$ cat src/rtl/updown_counter_prog.sv
// Programmable up/down counter driven by an internal prescaler tick.
// Supports wrap, saturate, bounce and one-shot modes, parallel load and a terminal-count pulse.
module updown_counter_prog #(
    parameter int W   = 8,
    parameter int DIV = 4
) (
    input  logic         Clk,
    input  logic         RST,
    input  logic         UD,
    input  logic         SS,
    input  logic         Load,
    input  logic [W-1:0] LoadVal,
    input  logic [W-1:0] MaxVal,
    input  logic [1:0]   Mode,
    output logic [W-1:0] Count_Out,
    output logic         Tc,
    output logic         Tick_Out,
    output logic         Dir_Out,
    output logic         Done
);

    localparam int            PW       = (DIV > 1) ? $clog2(DIV) : 1;
    localparam logic [PW-1:0] PRE_LAST = PW'(DIV - 1);

    typedef struct packed {
        logic [W-1:0] cnt;
        logic         tc;
        logic         dir;
        logic         bdir;
        logic         done;
    } step_t;

    // Outcome of one count step; the up path compares before incrementing so it never runs past mx.
    function automatic step_t step_next(
        input logic [1:0]   mode,
        input logic         ud,
        input logic [W-1:0] cnt,
        input logic [W-1:0] mx,
        input logic         bdir,
        input logic         dir,
        input logic         done
    );
        step_t        r;
        logic         at_top;
        logic         at_bot;
        logic         ed;
        logic [W-1:0] inc;
        logic [W-1:0] dec;
        r.cnt  = cnt;
        r.tc   = 1'b0;
        r.dir  = dir;
        r.bdir = bdir;
        r.done = done;
        at_top = (cnt >= mx);
        at_bot = (cnt == '0);
        inc    = cnt + W'(1);
        dec    = cnt - W'(1);
        ed     = bdir;
        case (mode)
            2'b00: begin
                r.dir = ud;
                if (!ud) begin
                    if (at_top) begin
                        r.cnt = '0;
                        r.tc  = 1'b1;
                    end else begin
                        r.cnt = inc;
                    end
                end else begin
                    if (at_bot) begin
                        r.cnt = mx;
                        r.tc  = 1'b1;
                    end else begin
                        r.cnt = dec;
                    end
                end
            end
            2'b01: begin
                r.dir = ud;
                if (!ud) begin
                    if (at_top) begin
                        r.cnt = mx;
                    end else begin
                        r.cnt = inc;
                        r.tc  = (inc == mx);
                    end
                end else if (!at_bot) begin
                    r.cnt = dec;
                    r.tc  = (dec == '0);
                end
            end
            2'b10: begin
                if (mx == '0) begin
                    r.cnt  = '0;
                    r.tc   = 1'b1;
                    r.dir  = bdir;
                    r.bdir = ~bdir;
                end else begin
                    // A stale direction pointing past an end is turned around before stepping.
                    if (!ed && at_top) begin
                        ed = 1'b1;
                    end else if (ed && at_bot) begin
                        ed = 1'b0;
                    end
                    r.dir = ed;
                    if (!ed) begin
                        r.cnt  = inc;
                        r.tc   = (inc == mx);
                        r.bdir = (inc == mx);
                    end else begin
                        r.cnt  = (cnt > mx) ? (mx - W'(1)) : dec;
                        r.tc   = (r.cnt == '0);
                        r.bdir = (r.cnt != '0);
                    end
                end
            end
            default: begin
                if (!done) begin
                    r.dir = ud;
                    if (!ud) begin
                        if (at_top) begin
                            r.cnt  = mx;
                            r.tc   = 1'b1;
                            r.done = 1'b1;
                        end else begin
                            r.cnt  = inc;
                            r.tc   = (inc == mx);
                            r.done = (inc == mx);
                        end
                    end else begin
                        if (at_bot) begin
                            r.tc   = 1'b1;
                            r.done = 1'b1;
                        end else begin
                            r.cnt  = dec;
                            r.tc   = (dec == '0);
                            r.done = (dec == '0);
                        end
                    end
                end
            end
        endcase
        return r;
    endfunction

    logic [W-1:0]  cnt_q,  cnt_d;
    logic [PW-1:0] pre_q,  pre_d;
    logic          tc_q,   tc_d;
    logic          tick_q, tick_d;
    logic          dir_q,  dir_d;
    logic          bdir_q, bdir_d;
    logic          done_q, done_d;
    logic          tick;
    step_t         nxt;

    always_comb begin
        tick   = (pre_q == PRE_LAST);
        nxt    = step_next(Mode, UD, cnt_q, MaxVal, bdir_q, dir_q, done_q);
        cnt_d  = cnt_q;
        pre_d  = pre_q;
        tc_d   = 1'b0;
        tick_d = tick;
        dir_d  = dir_q;
        bdir_d = bdir_q;
        done_d = done_q;
        if (Load) begin
            cnt_d  = (LoadVal > MaxVal) ? MaxVal : LoadVal;
            pre_d  = '0;
            done_d = 1'b0;
            bdir_d = UD;
        end else if (SS) begin
            pre_d = tick ? '0 : (pre_q + PW'(1));
            if (tick) begin
                cnt_d  = nxt.cnt;
                tc_d   = nxt.tc;
                dir_d  = nxt.dir;
                bdir_d = nxt.bdir;
                done_d = nxt.done;
            end
        end
    end

    always_ff @(posedge Clk) begin
        if (RST) begin
            cnt_q  <= '0;
            pre_q  <= '0;
            tc_q   <= 1'b0;
            tick_q <= 1'b0;
            dir_q  <= 1'b0;
            bdir_q <= 1'b0;
            done_q <= 1'b0;
        end else begin
            cnt_q  <= cnt_d;
            pre_q  <= pre_d;
            tc_q   <= tc_d;
            tick_q <= tick_d;
            dir_q  <= dir_d;
            bdir_q <= bdir_d;
            done_q <= done_d;
        end
    end

    assign Count_Out = cnt_q;
    assign Tc        = tc_q;
    assign Tick_Out  = tick_q;
    assign Dir_Out   = dir_q;
    assign Done      = done_q;

endmodule

$ cat config.mk
export PLATFORM = sky130hd
export DESIGN_NAME = updown_counter_prog
export DESIGN_NICKNAME = d
export VERILOG_FILES = /design/src/rtl/updown_counter_prog.sv
export SDC_FILE = /design/constraint.sdc
export NUM_CORES = 1
export LEC_CHECK = 0
export CAP_MARGIN = 20
export CELL_PAD_IN_SITES_DETAIL_PLACEMENT = 1
export CELL_PAD_IN_SITES_GLOBAL_PLACEMENT = 2
export CORE_ASPECT_RATIO = 1.2
export CORE_MARGIN = 5
export CORE_UTILIZATION = 32
export DETAILED_ROUTE_END_ITERATION = 8
export PLACE_DENSITY = 0.82
export SYNTH_ARGS = -nofsm -noshare
export SYNTH_HDL_FRONTEND = slang
export SYNTH_SLANG_ARGS = --single-unit
$ cat constraint.sdc
create_clock -name Clk -period 3.14 [get_ports Clk]
set_input_delay 0.628 -clock Clk [delete_from_list [all_inputs] [get_ports Clk]]
set_output_delay 0.628 -clock Clk [all_outputs]
set_load 0.01 [all_outputs]
**After elaboration in Yosys (flattened, before gate mapping)**

Cells that the tools add are included.
W data, S select, Z words.

- Output and inout bits: 12
- Input port bits: 23
- Bits in registers: 15
- Word-level logic and storage cells: 81

- Bitwise gates (word level): 5
- Reductions and logical operators: 19
- Multiplexer cells: 35
- $lt $le $gt $ge: 3
- Add/sub/neg operators: 4
- Equality and inequality tests: 8

Operators by type and width:

| operator | number |
|---|---|
| $mux W8 | 9 |
| $mux W9 | 6 |
| $logic_not A8 Y1 | 4 |
| $pmux W10 S3 | 1 |
| $gt A8 B8 Y1 | 2 |
| $mux W1 | 16 |
| $sub A8 B1 Y8 const B | 2 |
| $mux W11 | 1 |
| $mux W10 | 1 |
| $add A8 B1 Y8 const B | 1 |
| $eq A8 B8 Y1 | 1 |
| $ge A8 B8 Y1 | 1 |
| $reduce_bool A8 Y1 | 1 |
| $ne A6 B4 Y1 const B | 1 |
| $reduce_and A3 Y1 | 2 |
| $reduce_bool A2 Y1 | 3 |
| $ne A5 B2 Y1 const B | 1 |
| $not A1 Y1 | 5 |
| $reduce_and A5 Y1 | 1 |
| $eq A2 B2 Y1 const B | 2 |
| $ne A4 B1 Y1 const B | 1 |
| $ne A4 B4 Y1 const B | 1 |
| $reduce_and A4 Y1 | 1 |
| $reduce_or A4 Y1 | 1 |
| 8 further kinds | 9 |

**Logic depth before layout (Yosys ltp)**

Gate-level depths: netlist (run 1).

- Depth in word-level cells: 12
- Gate-level depth with buffers: 12
- Depth with buffers taken out: 10

**Worst setup path before layout (run 1)**

No wires, ideal clock.

- Path kind: in2reg
- Start: input MaxVal[2]
- End: register cnt_q[4] (netlist: Count_Out[4])
- Path buffers: 2
- Slack: 438 ps
- Data required time: 3054 ps
- Setup time: 86 ps
- Data arrival time: 2615 ps
- Stages on the path: 11
- Path through: buf_2 > inv_1 > ha_1 > nand4_1 > a31oi_2 > or2_1 > buf_6 > or3_4 > a21boi_2 > o31ai_1 > a221oi_2

- Cells in the longest elaborated chain, start to end: 11
- Elaborated cells between the ends (all ways): 24
- Those cells by class: add/sub (1); order compare (3); mux (18); reduce/logical (2)

Ends and longest elaborated chain:

| what | line | source |
|---|---|---|
| from (decl) | 13 | `input logic [W-1:0] MaxVal,` |
| $ge A8 B8 Y1 | 54 | `at_top = (cnt >= mx);` |
| $logic_and A1 B1 Y1 | 100 | `if (!ed && at_top) begin` |
| $mux W1 | 100 |  |
| $mux W1 | 93 | `if (mx == '0) begin` |
| $mux W1 | 59 | `case (mode)` |
| $mux W9 | 106 | `if (!ed) begin` |
| $mux W11 | 93 |  |
| $pmux W10 S3 | 59 |  |
| $mux W8 | 173 | `if (tick) begin` |
| $mux W8 | 171 | `end else if (SS) begin` |
| $mux W8 * | 166 | `if (Load) begin` |
| to (signal assigned) | 193 | `cnt_q <= cnt_d;` |
| to (decl) | 146 | `logic [W-1:0] cnt_q, cnt_d;` |

Every way passes the cells marked *; elsewhere a longest branch is shown, timed or not. The select of a mux whose other input is x is not followed.
A chain may end at the register's enable or synchronous reset.

**Worst setup path after layout (run 1)**

- Start: input MaxVal[1]
- End: register tc_q (netlist: Tc)

- Cells in the longest elaborated chain, start to end: 8
- Elaborated cells between the ends (all ways): 21
- Those cells by class: add/sub (1); order compare (2); eq/ne (1); mux (14); reduce/logical (3)

Ends and longest elaborated chain:

| what | line | source |
|---|---|---|
| $ge A8 B8 Y1 | 54 |  |
| $logic_and A1 B1 Y1 | 100 |  |
| $mux W1 | 100 |  |
| $mux W1 | 93 |  |
| $mux W1 | 59 |  |
| $mux W9 | 106 |  |
| $mux W11 | 93 |  |
| $pmux W10 S3 * | 59 |  |
| to (signal assigned) | 195 | `tc_q <= tc_d;` |
| to (decl) | 148 | `logic tc_q, tc_d;` |

Marked as above.

==> impl_metrics.sql, run 1 <==
INSERT INTO impl_metrics (metric_group, metric, value, unit) VALUES
('status', 'status', 'completed', ''),
('global_route', 'vias_in_the_first_global_route', '3529', ''),
('synth', 'distinct_cells_synth', '66', ''),
('worst_setup_path', 'critPathTopFamily', 'compound AO/OA/AOI/OAI gates', ''),
('power_and_ir_drop', 'sw_frac_of_total', '0.4638', ''),
('route', 'route.antenna.remaining_nets', '0', ''),
('route', 'detail_route.drc_violations', '0', ''),
('synth', 'synthesis.area', '2804', 'um2'),
('synth', 'synth_edf_count', '0', ''),
('worst_setup_path', 'critical_path.slowest_cell', 'sky130_fd_sc_hd__clkdlybuf4s50_1', ''),
('cts', 'clk_pin_slew', '0.08', 'ns'),
('cts', 'clock-root-buffer', 'sky130_fd_sc_hd__clkbuf_8', ''),
('hold_path', 'worst_hold_startpoint', 'Dir_Out$_SDFFE_PP0P_', ''),
('layout', 'num-nets-final', '522', ''),
('global_route', 'initial_antenna_violation_count', '0', ''),
('sta', 'timing.fmax', '321.0', 'MHz'),
('power_and_ir_drop', 'vdd_ir_drop_max', '0.1429', 'mV'),
('placed_design', 'placedCellCount', '583', ''),
('power_and_ir_drop', 'clock_network_power_share', '0.166', ''),
('cts', 'cts_hold_repair.buffers', '0', ''),
('cts', 'cts_num_sinks', '15', ''),
('die', 'initial_core_utilization', '0.3274', ''),
('die', 'core_area', '8564', 'um2'),
('die', 'ioPinCount', '35', ''),
('power_and_ir_drop', 'power.density_cell_area', '297.5', 'nW/um2'),
('sta', 'slew-limit-headroom', '0.5506', ''),
('placed_design', 'estimated_wirelength_of_the_detail_placed_design', '9.796', 'mm'),
('worst_setup_path', 'maximum_fanout_along_the_worst_path', '8', ''),
('worst_setup_path', 'cp_data_required_time', '3.30', 'ns'),
('power_and_ir_drop', 'internal_power', '0.5994', 'mW'),
('synth', 'synth_flop_cell', 'sky130_fd_sc_hd__dfxtp_1', ''),
('power_and_ir_drop', 'p_leak', '1.523', 'nW'),
('power_and_ir_drop', 'p_seq_frac', '0.201', ''),
('placed_design', 'dp_slack', '-0.4294', 'ns'),
('route', 'routedWlPerCell', '20.89', 'um'),
('worst_setup_path', 'r2r_setup_slack', '0.21', 'ns'),
('global_route', 'grt.total_usage', '0.2319', ''),
('worst_setup_path', 'reg2regPathDepth', '9', ''),
('sta', 'rsz_0062_raised_after_global_routing', 'true', ''),
('placed_design', 'routabilityCongestion', '0.9009', ''),
('hold_path', 'type_of_the_worst_min_delay_path', 'reg -> reg', ''),
('worst_setup_path', 'timing.rr.end', 'Tc$_SDFF_PP0_', ''),
('sta', 'finalClockSkew', '0.0008109', 'ns'),
('layout', 'drive_above_1_share', '0.2034', ''),
('synth', 'synthesis.instances', '398', ''),
('power_and_ir_drop', 'finalPower', '1.118', 'mW'),
('hold_path', 'hold_end', 'Dir_Out$_SDFFE_PP0P_', ''),
('layout', 'area_growth_syn_to_layout', '34.00', '%'),
('synth', 'mappedNetlistNets', '447', ''),
('cts', 'tritoncts_clock_tree', 'yes', ''),
('global_route', 'first_pass_grt_wire_length', '19.29', 'mm'),
('sta', 'setup-violations-final', '0', ''),
('synth', 'yosysSeqAreaShare', '0.1071', ''),
('synth', 'postSynthRegisterBits', '15', ''),
('route', 'dr_total_vias', '3343', ''),
('placed_design', 'buffer_ports.inserted', '34', ''),
('worst_setup_path', 'crit_path_max_incr_delay', '0.53', 'ns'),
('cts', 'clock_insertion_delay_worst_skew', '0.27', 'ns'),
('worst_setup_path', 'crit_path_end_kind', 'flip-flop', ''),
('cts', 'cts-htree-levels', '1', ''),
('synth', 'ys_async_sr_fraction', '0', ''),
('worst_setup_path', 'path_cells', 'clkdlybuf4s50_1 -> inv_1 -> ha_1 -> nor2b_4 -> o211ai_4 -> a21oi_2 -> o21ai_4 -> mux2_4 -> a31oi_2 -> a2111oi_2 -> a211o_1', ''),
('sta', 'finalSetupTns', '0', 'ns'),
('global_route', 'globalRouteOverflowTotal', '0', ''),
('sta', 'layout_worst_path_cycle_share', '0.9921', ''),
('sta', 'finalMaxSlewViolations', '0', ''),
('worst_setup_path', 'criticalPathCategory', 'in -> reg', ''),
('worst_setup_path', 'critPathBufInv', '2', ''),
('layout', 'diodes', '0', ''),
('run', 'cap_viol_max_count', '0', ''),
('cts', 'tritoncts.num_buffers', '3', '');
-- kinds of logic after synthesis --
kind of cell	after synthesis	synth area share
buffers and inverters	50	0.08389
xor gates and xnor gates	24	0.07987
muxes	6	0.02187
AOI/OAI and AO/OA	112	0.2901
adders and majority gates	26	0.1160
DFF	15	0.1071
and+or+nand+nor	165	0.3012
-- stage by stage --
| step | area (um2) | hold WS [ns] | utilization |
|---|---|---|---|
| after floorplan | 2804 | 0.5015 | - |
| after global placement | 3600 | 0.4906 | 0.4203 |
| after detailed placement | 3600 | 0.5122 | 0.4203 |
| after CTS | 3652 | 0.5239 | 0.4264 |
| after global routing | 3757 | 0.5734 | 0.4387 |
| final | 3757 | 0.5186 | 0.4387 |
-- synthesized netlist by cell type, types with 4 or more instances --
master | instances | area, um2
sky130_fd_sc_hd__a21oi_1 | 24 | 120.1
sky130_fd_sc_hd__xor2_1 | 4 | 35.03
sky130_fd_sc_hd__ha_1 | 26 | 325.3
sky130_fd_sc_hd__nand4_1 | 8 | 50.05
sky130_fd_sc_hd__a31oi_1 | 5 | 31.28
sky130_fd_sc_hd__dfxtp_1 | 15 | 300.3
sky130_fd_sc_hd__buf_6 | 4 | 45.04
sky130_fd_sc_hd__a311oi_1 | 4 | 35.03
sky130_fd_sc_hd__o21ai_0 | 15 | 75.07
sky130_fd_sc_hd__a211o_1 | 4 | 35.03
sky130_fd_sc_hd__buf_2 | 8 | 40.04
sky130_fd_sc_hd__o311ai_0 | 8 | 70.07
sky130_fd_sc_hd__nand2_1 | 37 | 138.9
sky130_fd_sc_hd__o211ai_1 | 5 | 37.54
sky130_fd_sc_hd__mux2i_1 | 5 | 50.05
sky130_fd_sc_hd__nand2b_1 | 4 | 25.02
sky130_fd_sc_hd__nor2b_1 | 6 | 37.54
sky130_fd_sc_hd__a211oi_1 | 7 | 52.55
sky130_fd_sc_hd__xnor2_1 | 19 | 166.4
sky130_fd_sc_hd__nor3_1 | 18 | 90.09
sky130_fd_sc_hd__o31ai_1 | 6 | 45.04
sky130_fd_sc_hd__nor2_1 | 41 | 153.9
sky130_fd_sc_hd__inv_1 | 23 | 86.33
sky130_fd_sc_hd__nand3_1 | 25 | 125.1
sky130_fd_sc_hd__clkbuf_1 | 13 | 48.80
sky130_fd_sc_hd__or3_1 | 4 | 25.02
-- tightest hold or removal path: stages, from the launching register on --
cell and delay (ns):
sky130_fd_sc_hd__dfxtp_1 0.32, sky130_fd_sc_hd__nor2_1 0.10, sky130_fd_sc_hd__a211oi_1 0.05
-- timing repair --
action                     in CTS  in global routing
resized for setup               2                 19
setup endpoints to repair       1                  6
pin swaps                       0                  4
buffers inserted                0                  2
-- power groups by stage --
stage / clock network [mW] / logic [mW] / registers (mW)
after floorplan: 0 / 0.396 / 0.222
after global placement: 0 / 0.652 / 0.227
after detailed placement: 0 / 0.664 / 0.228
after CTS: 0.187 / 0.670 / 0.223
after global routing: 0.193 / 0.768 / 0.226
final: 0.185 / 0.708 / 0.224
-- how the worst max path moves through the flow --
stage | startpoint | to | cells after the start
2_1_floorplan | MaxVal[2] | Count_Out[4]$_SDFFE_PP0P_ | 11
3_3_place_gp | MaxVal[1] | Count_Out[6]$_SDFFE_PP0P_ | 11
3_5_place_dp | MaxVal[1] | Count_Out[6]$_SDFFE_PP0P_ | 11
4_1_cts | MaxVal[1] | Count_Out[3]$_SDFFE_PP0P_ | 12
5_1_grt | MaxVal[1] | Tc$_SDFF_PP0_ | 11
6_report | MaxVal[1] | Tc$_SDFF_PP0_ | 11
-- final cells by class --
cell class | instances | area, um2
tap | 117 | 146.4
multi-input combinational | 333 | 2361
clock inverter | 1 | 5.005
clock buffer | 3 | 41.29
inverter | 23 | 86.33
timing repair buffer | 97 | 817.0
sequential | 15 | 300.3
fill | 1083 | 4807
-- flip-flops by register name, indices dropped and copies added, names as in the netlist --
name and cells:
Count_Out 8, Dir_Out 1, Done 1, Tc 1, Tick_Out 1, bdir_q 1, pre_q 2
-- cell usage in the layout (no fill, tap or decap), types with 6 or more instances in the layout --
cell / netlist / routed
sky130_fd_sc_hd__buf_4: 2 / 62
sky130_fd_sc_hd__nor2_1: 41 / 40
sky130_fd_sc_hd__nand2_1: 37 / 37
sky130_fd_sc_hd__clkdlybuf4s50_1: 0 / 34
sky130_fd_sc_hd__nand3_1: 25 / 25
sky130_fd_sc_hd__ha_1: 26 / 25
sky130_fd_sc_hd__inv_1: 23 / 23
sky130_fd_sc_hd__a21oi_1: 24 / 22
sky130_fd_sc_hd__xnor2_1: 19 / 19
sky130_fd_sc_hd__nor3_1: 18 / 18
sky130_fd_sc_hd__dfxtp_1: 15 / 15
sky130_fd_sc_hd__o21ai_0: 15 / 14
sky130_fd_sc_hd__nand4_1: 8 / 8
sky130_fd_sc_hd__a211oi_1: 7 / 7
sky130_fd_sc_hd__nor2b_1: 6 / 6
sky130_fd_sc_hd__o31ai_1: 6 / 6
sky130_fd_sc_hd__o311ai_0: 8 / 6
-- routing by layer --
metal / part of all wire / vias to the layer above / global-route usage
li1: - / 1611 / -
met1: 0.43 / 1620 / 0.3006
met2: 0.49 / 88 / 0.3933
met3: 0.049 / 24 / 0.03418
met4: 0.023 / 0 / 0.06736
met5: 0 / - / 0
(Power assumes the default switching activity.)
==> run 2, diff against run 1 <==
Settings changed: MAX_ROUTING_LAYER set to met4.
==> run 2 against run 1 <==
Compared with the run above: sequential cell count is the same; count of clock-buffer cells in the layout is the same; setup slack worse by 0.0014 ns; first-iteration DRC count is 48% higher; core utilization shrank 0.10 points; register-to-register slack lost 0.07 ns; via count increased by 1.1%; die area unchanged; maximum frequency barely moved; largest power group unchanged.
==> impl_metrics.sql, run 2 (same netlist as run 1, synthesis figures left out) <==
INSERT INTO impl_metrics (metric_group, metric, value, unit) VALUES
('status', 'status', 'completed', ''),
('placed_design', 'routabilityCongestion', '1.022', ''),
('cts', 'clk_pin_slew', '0.08', 'ns'),
('placed_design', 'estimated_wirelength_of_the_detail_placed_design', '10.23', 'mm'),
('global_route', 'vias_in_the_first_global_route', '3604', ''),
('route', 'route.final.wire_length', '12.49', 'mm'),
('sta', 'setup-violations-final', '0', ''),
('layout', 'max_reg_flops', '8', ''),
('layout', 'layout.cell_area.non_filler', '3749', 'um2'),
('power_and_ir_drop', 'power.density_cell_area', '297.8', 'nW/um2'),
('run', 'cap_viol_max_count', '0', ''),
('placed_design', 'dp_slack', '-0.1783', 'ns'),
('power_and_ir_drop', 'vdd_ir_drop_max', '0.1557', 'mV'),
('cts', 'cts_max_path_buffers', '2', ''),
('worst_setup_path', 'cp_data_required_time', '3.29', 'ns'),
('layout', 'num-nets-final', '522', ''),
('sta', 'timing.fmax', '320.9', 'MHz'),
('die', 'ioPinCount', '35', ''),
('hold_path', 'type_of_the_worst_min_delay_path', 'reg -> reg', ''),
('layout', 'final_core_util', '0.4377', ''),
('worst_setup_path', 'critPathLaunchType', 'input pin', ''),
('worst_setup_path', 'crit_path_end_kind', 'flip-flop', ''),
('die', 'initial_core_utilization', '0.3274', ''),
('placed_design', 'buffer_ports.inserted', '34', ''),
('cts', 'clock_insertion_delay_worst_skew', '0.26', 'ns'),
('die', 'die_area', '10740', 'um2'),
('sta', 'whs', '0.5230', 'ns'),
('worst_setup_path', 'critPathTopFamily', 'compound AO/OA/AOI/OAI gates', ''),
('cts', 'tritoncts_clock_tree', 'yes', ''),
('sta', 'slew-limit-headroom', '0.5892', ''),
('global_route', 'grt.total_usage', '0.2427', ''),
('global_route', 'first_pass_grt_wire_length', '19.67', 'mm'),
('die', 'row_count', '37', ''),
('sta', 'finalSetupTns', '0', 'ns'),
('layout', 'finish.cell_count_without_fillers', '589', ''),
('layout', 'leading_cell_type_in_the_layout_fill_and_taps_excluded', 'sky130_fd_sc_hd__buf_4', ''),
('placed_design', 'post_dp_cell_area', '3625', 'um2'),
('die', 'floorplan.die.height', '112.5', 'um'),
('die', 'core_area', '8564', 'um2'),
('layout', 'drive_above_1_share', '0.2034', ''),
('die', 'die_x', '95.45', 'um'),
('worst_setup_path', 'criticalPathCategory', 'in -> reg', ''),
('global_route', 'globalRouteOverflowTotal', '0', ''),
('cts', 'cts-htree-levels', '1', ''),
('worst_setup_path', 'crit_path_max_incr_delay', '0.51', 'ns'),
('cts', 'clock-root-buffer', 'sky130_fd_sc_hd__clkbuf_8', ''),
('layout', 'final.fill_count', '1089', ''),
('power_and_ir_drop', 'finalPower', '1.116', 'mW'),
('sta', 'finalMaxSlewViolations', '0', ''),
('sta', 'tightest_slew', '0.6153', 'ns'),
('sta', 'timing.final.hold_violations', '0', ''),
('sta', 'fin_ws', '0.02338', 'ns'),
('route', 'firstDrtPassIters', '4', ''),
('route', 'route.antenna.remaining_nets', '0', ''),
('layout', 'final_cell_mix', 'sky130_fd_sc_hd__buf_4 (61), sky130_fd_sc_hd__nor2_1 (41), sky130_fd_sc_hd__nand2_1 (37), sky130_fd_sc_hd__clkdlybuf4s50_1 (34), sky130_fd_sc_hd__ha_1 (26)', ''),
('route', 'routed_via_density', '5.737', ''),
('cts', 'tritoncts.num_buffers', '3', ''),
('worst_setup_path', 'critPathBufInv', '2', ''),
('cts', 'cts_hold_repair.buffers', '0', ''),
('route', 'detail_route.drc_violations', '0', ''),
('worst_setup_path', 'path_cells', 'clkdlybuf4s50_1 -> inv_1 -> ha_1 -> nor2b_4 -> o211ai_4 -> a21oi_1 -> o21ai_2 -> mux2_2 -> a31oi_4 -> a2111oi_1 -> a211o_1', ''),
('global_route', 'initial_antenna_violation_count', '0', ''),
('worst_setup_path', 'maximum_fanout_along_the_worst_path', '4', ''),
('layout', 'area_growth_syn_to_layout', '33.69', '%'),
('route', 'routedWlPerCell', '21.20', 'um'),
('sta', 'final.min_clock_period', '3.117', 'ns'),
('worst_setup_path', 'critical_path.slowest_cell', 'sky130_fd_sc_hd__clkdlybuf4s50_1', ''),
('route', 'drtIter0Drc', '177', ''),
('sta', 'finalClockSkew', '0.003794', 'ns'),
('worst_setup_path', 'worst-endpoint-arrival', '3.27', 'ns'),
('sta', 'rsz_0062_raised_after_global_routing', 'true', ''),
('layout', 'diodes', '0', ''),
('power_and_ir_drop', 'p_leak', '1.522', 'nW'),
('sta', 'layout_worst_path_cycle_share', '0.9926', ''),
('placed_design', 'placedCellCount', '583', ''),
('global_route', 'maximum_number_of_pins_on_one_net_before_global_route_repair', '34', ''),
('route', 'dr_total_vias', '3379', ''),
('cts', 'cts_num_sinks', '15', '');
run 2: cell counts in the layout (fill, tap and decap cells not counted):
No cell type changed its count.
run 2: report_power, final:
| part | internal [mW] | total [mW] | leakage (nW) | switching, mW |
|---|---|---|---|---|
| Sequential | 0.201 | 0.227 | 0.123 | 0.0261 |
| Combinational | 0.308 | 0.707 | 1.37 | 0.399 |
| Clock | 0.0885 | 0.182 | 0.0255 | 0.0934 |
run 2: worst register-to-register path: cells and delay by family, from the launching register on:
family	cells	cell delay [ns]
and+or+nand+nor	3	0.82
buffers and inverters	1	0.20
xor gates and xnor gates	1	0.21
adders and majority gates	1	0.46
AOI/OAI and AO/OA	3	0.79
DFF	1	0.47
run 2: area by class of cell:
| cell class | count | area, um2 | share of cell area |
|---|---|---|---|
| clock buffer | 3 | 41.29 | 0.01101 |
| clock inverter | 1 | 5.005 | 0.001335 |
| inverter | 23 | 86.33 | 0.02303 |
| multi-input combinational | 333 | 2331 | 0.6218 |
| sequential | 15 | 300.3 | 0.08011 |
| tap | 117 | 146.4 | 0.03905 |
| timing repair buffer | 97 | 838.3 | 0.2236 |
run 2: path summary, 6_finish.rpt:
kind	start	endpoint	slack, ns	depth (start not counted)
worst max-delay path	MaxVal[1]	Tc$_SDFF_PP0_	0.02	11
worst min-delay path	Dir_Out$_SDFFE_PP0P_	Dir_Out$_SDFFE_PP0P_	0.52	2
worst max register to register	Count_Out[0]$_SDFFE_PP0P_	Tc$_SDFF_PP0_	0.14	9
worst min register to register	Dir_Out$_SDFFE_PP0P_	Dir_Out$_SDFFE_PP0P_	0.52	2
run 2: metal layers:
metal,track usage,vias up,part of all wire
li1,-,1608,-
met1,0.2959,1666,0.43
met2,0.4087,80,0.49
met3,0.03016,25,0.049
met4,0.08159,0,0.030
met5,-,-,0
run 2: timing repair:
item,in CTS,in global routing
buffers inserted,0,2
setup endpoints to repair,0,6
gates resized for setup,0,16
